### config.mk
export PLATFORM = sky130hd
export DESIGN_NAME = control_sequencer
export DESIGN_NICKNAME = d
export VERILOG_FILES = /design/src/rtl/cpu_ctrl_pkg.sv /design/src/rtl/opcode_decoder.sv /design/src/rtl/control_sequencer.sv
export SDC_FILE = /design/constraint.sdc
export NUM_CORES = 1
export LEC_CHECK = 0
export CAP_MARGIN = 20
export CORE_ASPECT_RATIO = 1.4
export CORE_UTILIZATION = 33
export CTS_BUF_LIST = sky130_fd_sc_hd__clkbuf_2
export DETAILED_ROUTE_END_ITERATION = 16
export GPL_ROUTABILITY_DRIVEN = 0
export PLACE_DENSITY = 0.75
export SKIP_CTS_REPAIR_TIMING = 1
export SKIP_LAST_GASP = 1
export SLEW_MARGIN = 25
export SYNTH_ARGS = -nofsm -noshare
export SYNTH_HDL_FRONTEND = slang
export SYNTH_SLANG_ARGS = --single-unit
### constraint.sdc
create_clock -name Clock -period 3.6 [get_ports Clock]
set_clock_uncertainty 0.2 [all_clocks]
set_input_delay 0.36 -clock Clock [delete_from_list [all_inputs] [get_ports Clock]]
set_output_delay 0.36 -clock Clock [all_outputs]
set_load 0.1 [all_outputs]
### src/rtl/cpu_ctrl_pkg.sv
// Shared definitions for the hardwired control unit: opcodes, IR field
// positions, sequencer state encoding, opcode classes and control bundle.
package cpu_ctrl_pkg;

  localparam int OPW = 5;  // opcode width
  localparam int RFW = 4;  // register-field width

  // IR field positions: opcode on top, then Ra, Rb, Rc packed below it.
  localparam int OP_MSB = 31;
  localparam int OP_LSB = OP_MSB - OPW + 1;
  localparam int RA_MSB = OP_LSB - 1;
  localparam int RA_LSB = RA_MSB - RFW + 1;
  localparam int RB_MSB = RA_LSB - 1;
  localparam int RB_LSB = RB_MSB - RFW + 1;
  localparam int RC_MSB = RB_LSB - 1;
  localparam int RC_LSB = RC_MSB - RFW + 1;

  localparam logic [OPW-1:0] OP_ADD  = 5'b00011;
  localparam logic [OPW-1:0] OP_SUB  = 5'b00100;
  localparam logic [OPW-1:0] OP_SHR  = 5'b00101;
  localparam logic [OPW-1:0] OP_SHL  = 5'b00110;
  localparam logic [OPW-1:0] OP_ROR  = 5'b00111;
  localparam logic [OPW-1:0] OP_ROL  = 5'b01000;
  localparam logic [OPW-1:0] OP_AND  = 5'b01001;
  localparam logic [OPW-1:0] OP_OR   = 5'b01010;
  localparam logic [OPW-1:0] OP_MUL  = 5'b01110;
  localparam logic [OPW-1:0] OP_DIV  = 5'b01111;
  localparam logic [OPW-1:0] OP_NEG  = 5'b10000;
  localparam logic [OPW-1:0] OP_NOT  = 5'b10001;
  localparam logic [OPW-1:0] OP_NOP  = 5'b11010;
  localparam logic [OPW-1:0] OP_HALT = 5'b11011;

  typedef enum logic [3:0] {
    S_T0   = 4'd0,
    S_T1   = 4'd1,
    S_T2   = 4'd2,
    S_T3   = 4'd3,
    S_T4   = 4'd4,
    S_T5   = 4'd5,
    S_T6   = 4'd6,
    S_HALT = 4'd15
  } state_t;

  typedef enum logic [2:0] {
    CL_ALU3,
    CL_MULDIV,
    CL_UNARY,
    CL_NOP,
    CL_HALT,
    CL_ILLEGAL
  } op_class_t;

  // One bit per datapath control strobe; cleared as a unit each cycle.
  typedef struct packed {
    logic pc_out;
    logic zlow_out;
    logic zhigh_out;
    logic mdr_out;
    logic r_out;
    logic mar_in;
    logic pc_in;
    logic mdr_in;
    logic ir_in;
    logic y_in;
    logic z_in;
    logic r_in;
    logic hi_in;
    logic lo_in;
    logic inc_pc;
    logic read;
    logic gra;
    logic grb;
    logic grc;
  } ctrl_t;

endpackage

### src/rtl/opcode_decoder.sv
// Maps the IR opcode field onto the execute-sequence class it follows.
module opcode_decoder
  import cpu_ctrl_pkg::*;
(
  input  logic [OPW-1:0] opcode,
  output op_class_t      op_class
);

  // Pure lookup: every opcode lands in exactly one class.
  always_comb begin
    unique case (opcode)
      OP_ADD, OP_SUB, OP_SHR, OP_SHL,
      OP_ROR, OP_ROL, OP_AND, OP_OR: op_class = CL_ALU3;
      OP_MUL, OP_DIV:                op_class = CL_MULDIV;
      OP_NEG, OP_NOT:                op_class = CL_UNARY;
      OP_NOP:                        op_class = CL_NOP;
      OP_HALT:                       op_class = CL_HALT;
      default:                       op_class = CL_ILLEGAL;
    endcase
  end

endmodule

### src/rtl/control_sequencer.sv
// Hardwired fetch/decode/execute control unit for the datapath. Controls are
// combinational from the state register and the IR opcode; Clear low forces
// every control strobe low in the same cycle so an aborted instruction can
// never write a register.
module control_sequencer
  import cpu_ctrl_pkg::*;
(
  input  logic           Clock,
  input  logic           Clear,
  input  logic [31:0]    IR,
  input  logic           MemReady,
  input  logic           Stop,
  output logic           PCout,
  output logic           Zlowout,
  output logic           Zhighout,
  output logic           MDRout,
  output logic           Rout,
  output logic           MARin,
  output logic           PCin,
  output logic           MDRin,
  output logic           IRin,
  output logic           Yin,
  output logic           Zin,
  output logic           Rin,
  output logic           HIin,
  output logic           LOin,
  output logic           IncPC,
  output logic           Read,
  output logic [OPW-1:0] ALU_op,
  output logic           Gra,
  output logic           Grb,
  output logic           Grc,
  output logic           Run,
  output logic           IllegalOp
);

  state_t         state, state_nxt;
  op_class_t      op_class;
  logic [OPW-1:0] opcode;
  logic           t1_wait;     // set once T1 has already spent a cycle waiting
  logic           illegal_op;
  ctrl_t          ctrl;
  logic [OPW-1:0] alu_op;
  state_t         end_state;   // where the last step of an instruction goes

  // Register fields are consumed downstream through Gra/Grb/Grc.
  logic unused_ir;
  assign unused_ir = ^IR[RA_MSB:0];

  assign opcode = IR[OP_MSB:OP_LSB];

  opcode_decoder u_decoder (
    .opcode   (opcode),
    .op_class (op_class)
  );

  assign end_state = Stop ? S_HALT : S_T0;

  // State, T1 wait tracking and the sticky illegal-opcode flag.
  // NOTE: sequential state uses non-blocking assignments so every flop samples
  // pre-edge values; blocking here would create order-dependent races.
  always_ff @(posedge Clock) begin
    if (!Clear) begin
      state      <= S_T0;
      t1_wait    <= 1'b0;
      illegal_op <= 1'b0;
    end else begin
      state   <= state_nxt;
      t1_wait <= (state == S_T1) && !MemReady;
      if (state == S_T2 && op_class == CL_ILLEGAL) illegal_op <= 1'b1;
    end
  end

  // Next state and per-step control strobes.
  // NOTE: every output of this block gets a default first, so no path through
  // the case can leave a variable unassigned and infer a latch.
  always_comb begin
    state_nxt = state;
    ctrl      = '0;
    alu_op    = '0;
    unique case (state)
      S_T0: begin
        ctrl.pc_out = 1'b1;
        ctrl.mar_in = 1'b1;
        ctrl.inc_pc = 1'b1;
        ctrl.z_in   = 1'b1;
        state_nxt   = S_T1;
      end
      S_T1: begin
        ctrl.zlow_out = 1'b1;
        ctrl.pc_in    = !t1_wait;
        ctrl.read     = 1'b1;
        ctrl.mdr_in   = 1'b1;
        if (MemReady) state_nxt = S_T2;
      end
      S_T2: begin
        ctrl.mdr_out = 1'b1;
        ctrl.ir_in   = 1'b1;
        unique case (op_class)
          CL_NOP, CL_ILLEGAL: state_nxt = end_state;
          CL_HALT:            state_nxt = S_HALT;
          default:            state_nxt = S_T3;
        endcase
      end
      S_T3: begin
        state_nxt = S_T4;
        unique case (op_class)
          CL_ALU3: begin
            ctrl.grb  = 1'b1;
            ctrl.r_out = 1'b1;
            ctrl.y_in = 1'b1;
          end
          CL_MULDIV: begin
            ctrl.gra  = 1'b1;
            ctrl.r_out = 1'b1;
            ctrl.y_in = 1'b1;
          end
          CL_UNARY: begin
            ctrl.grb   = 1'b1;
            ctrl.r_out = 1'b1;
            ctrl.z_in  = 1'b1;
            alu_op     = opcode;
          end
          default: state_nxt = S_T0;  // IR changed under us: restart cleanly
        endcase
      end
      S_T4: begin
        unique case (op_class)
          CL_ALU3, CL_MULDIV: begin
            ctrl.grc   = (op_class == CL_ALU3);
            ctrl.grb   = (op_class == CL_MULDIV);
            ctrl.r_out = 1'b1;
            ctrl.z_in  = 1'b1;
            alu_op     = opcode;
            state_nxt  = S_T5;
          end
          CL_UNARY: begin
            ctrl.zlow_out = 1'b1;
            ctrl.gra      = 1'b1;
            ctrl.r_in     = 1'b1;
            state_nxt     = end_state;
          end
          default: state_nxt = S_T0;
        endcase
      end
      S_T5: begin
        unique case (op_class)
          CL_ALU3: begin
            ctrl.zlow_out = 1'b1;
            ctrl.gra      = 1'b1;
            ctrl.r_in     = 1'b1;
            state_nxt     = end_state;
          end
          CL_MULDIV: begin
            ctrl.zlow_out = 1'b1;
            ctrl.lo_in    = 1'b1;
            state_nxt     = S_T6;
          end
          default: state_nxt = S_T0;
        endcase
      end
      S_T6: begin
        ctrl.zhigh_out = 1'b1;
        ctrl.hi_in     = 1'b1;
        state_nxt      = end_state;
      end
      S_HALT:  state_nxt = S_HALT;
      default: state_nxt = S_T0;
    endcase
    if (!Clear) begin
      ctrl   = '0;
      alu_op = '0;
    end
  end

  assign PCout     = ctrl.pc_out;
  assign Zlowout   = ctrl.zlow_out;
  assign Zhighout  = ctrl.zhigh_out;
  assign MDRout    = ctrl.mdr_out;
  assign Rout      = ctrl.r_out;
  assign MARin     = ctrl.mar_in;
  assign PCin      = ctrl.pc_in;
  assign MDRin     = ctrl.mdr_in;
  assign IRin      = ctrl.ir_in;
  assign Yin       = ctrl.y_in;
  assign Zin       = ctrl.z_in;
  assign Rin       = ctrl.r_in;
  assign HIin      = ctrl.hi_in;
  assign LOin      = ctrl.lo_in;
  assign IncPC     = ctrl.inc_pc;
  assign Read      = ctrl.read;
  assign Gra       = ctrl.gra;
  assign Grb       = ctrl.grb;
  assign Grc       = ctrl.grc;
  assign ALU_op    = alu_op;
  assign Run       = Clear && (state != S_HALT);
  assign IllegalOp = illegal_op;

endmodule

==> impl_results.md <==
- Cell Rows: 22
- Fmax: 329.8 MHz
- Final WL: 2590 um
- RSZ-0062 raised after global routing: false
- Die W: 47.01 um
- Tmin final: 3.032 ns
- Vias per cell: 5.513
- Final worst-path cycle share: 0.8422
- Share of layout cells above drive strength 1: 0.2671
- Net Count, Synth: 175
- Placed insts: 194
- DR WL/cell: 13.15 um
- Die area: 3056 um2
- Initial antenna violation count: 0
- Setup CP Type: in -> out
- Most frequent cell after synthesis: nor2_1
- Number of DRC markers in iteration 0: 49
- Max VDD drop: 0.2272 mV
- Vias: 1086
- Clock buffer depth: 2
- Util after Layout: 0.5047
- Total of max-cap violations: 0
- Hold Path Class: reg -> reg
- Register clock-pin slew on the reported worst setup and hold paths: 0.07 ns
- First-pass GRT wire length: 3995 um
- Post-synth EDFFs: 0
- Main synth FF type: dfxtp_1
- LEAKAGE: 0.5320 nW
- Final Hold Vio Count: 0
- Total track usage: 0.1690
- CP arrival: 2.47 ns
- Largest net degree at the start of global routing: 18
- IO buf count: 34
- CTS H-Tree Depth: 1
- Status: complete, no violations
- Final Max Slew Viols: 0
- Io pins: 62
- TritonCTS Buffers: 3
- Yosys warns: 0
- Area delta synth->final: 43.98%
- Post-Layout Cell Count: 197
- Initial Utilization: 0.3505
- Mapped Cells: 139
- Critical Path RT: 3.04 ns
- Top cells by area, synth: dfxtp_1 13%, nor2_1 8.0%, buf_4 5.6%
- Final setup viols: 0
- Top-area cell type share of the netlist area: 0.1283
- Clock Sink Count: 6
- Post-route ant nets: 0
- Vias in the first global route: 938
- Clk_lat worst skew: 0.22 ns
- DP Area: 1333 um2
- Crit end category: output port
- Total grt overflow: 0
- DPL Wire Length: 2006 um
- CP Launch Type: input pin
- CTS root buf: clkbuf_2
- Crit Path Max Fanout: 14
- TritonRoute pass-1 iters: 4
- FFs w/ async S/R, synth: 0
- Drt drc: 0
- Die Y: 65.01 um
- Yosys reg bits: 6
- Avg Cell Area, Syn: 6.733 um2
- Ant. Diodes: 0
- Power per cell area: 391.8 nW/um2
- Unique masters post-synth: 46
- CTS tree: done
- Post-layout net count: 199
- Mapped Area: 935.9 um2
- Core box area: 2670 um2
- Slew @ Worst Pin: 0.9768 ns
- Yosys top cell by area: dfxtp_1
- Design area: 1348 um2
- Slew HR: 0.3467
- Post-synthesis sequential area ratio: 0.1283
- Post-synth top cells: 20 x nor2_1, 14 x nand2_1, 9 x a21oi_1, 8 x nor3_1
## worst paths after layout
| path | startpoint | end | slack (ns) | cells after the start |
|---|---|---|---|---|
| setup reg to reg | state[0] | state[0] | 1.55 | 5 |
| setup / recovery | IR[28] | ALU_op[0] | 0.57 | 8 |
| hold reg to reg | IllegalOp | IllegalOp | 0.27 | 1 |
| hold / removal | IllegalOp | IllegalOp | 0.27 | 1 |
## through the flow
stage | setup TNS [ns] | hold WS [ns] | setup WS (ns) | total power, W
4_1_cts | 0 | 0.2781 | 0.5783 | 0.0005289
6_report | 0 | 0.2717 | 0.5681 | 0.0005279
2_1_floorplan | -0.4178 | 0.2435 | -0.3879 | 0.0004066
3_3_place_gp | 0 | 0.2647 | 0.6187 | 0.0004768
5_1_grt | 0 | 0.3086 | 0.4581 | 0.0005532
3_5_place_dp | 0 | 0.2519 | 0.5882 | 0.0004800
## critical path: stages
cell and delay (ns):
clkdlybuf4s50_1 0.74, nand3b_1 0.23, and4b_4 0.30, nand3_4 0.09, nor2_2 0.21, o21ai_1 0.12
nor2_1 0.21, buf_12 0.20
## per-layer routing
metal  vias to the layer above  global-route usage  routed length, um
li1                        538                   -                  -
met3                         2             0.02507                121
met1                       505              0.1943               1024
met2                        41              0.3125               1427
met5                         -                   0                  0
met4                         0             0.03214                 17
## cells by family after synthesis
group | after synthesis | synth area share
and+or+nand+nor | 79 | 0.4840
buffers and inverters | 20 | 0.1203
AOI/OAI and AO/OA | 34 | 0.2674
DFF | 6 | 0.1283
## cell usage in the layout, fill, tap and decap left out, drive strengths merged, types with 3 or more instances in the layout
master,instances
nor3,9
clkbuf,3
buf,26
inv,4
nand2,14
clkdlybuf4s50,9
o21ai,7
a21oi,9
and3,7
nand2b,3
dfxtp,6
nor2b,3
a31oi,5
nand3,4
nand3b,3
nor2,21
## flip-flops by register name (all words and copies together), names as in the netlist
register	cells
t1_wait	1
state	4
IllegalOp	1
## final cells by class
cell class	count	area, um2
fill	254	1323
multi-input combinational	113	716.9
timing repair buffer	35	435.4
sequential	6	120.1
tap	36	45.04
clock buffer	3	15.01
inverter	4	15.01
## where the power goes
| part | switching, W | total, W | internal (W) |
|---|---|---|---|
| Combinational | 0.000274 | 0.000371 | 0.0000973 |
| Sequential | 0.0000324 | 0.000109 | 0.0000762 |
| Clock | 0.0000253 | 0.0000480 | 0.0000227 |
| Total | 0.000332 | 0.000528 | 0.000196 |
Note: power is estimated with default switching activity, not from simulation.
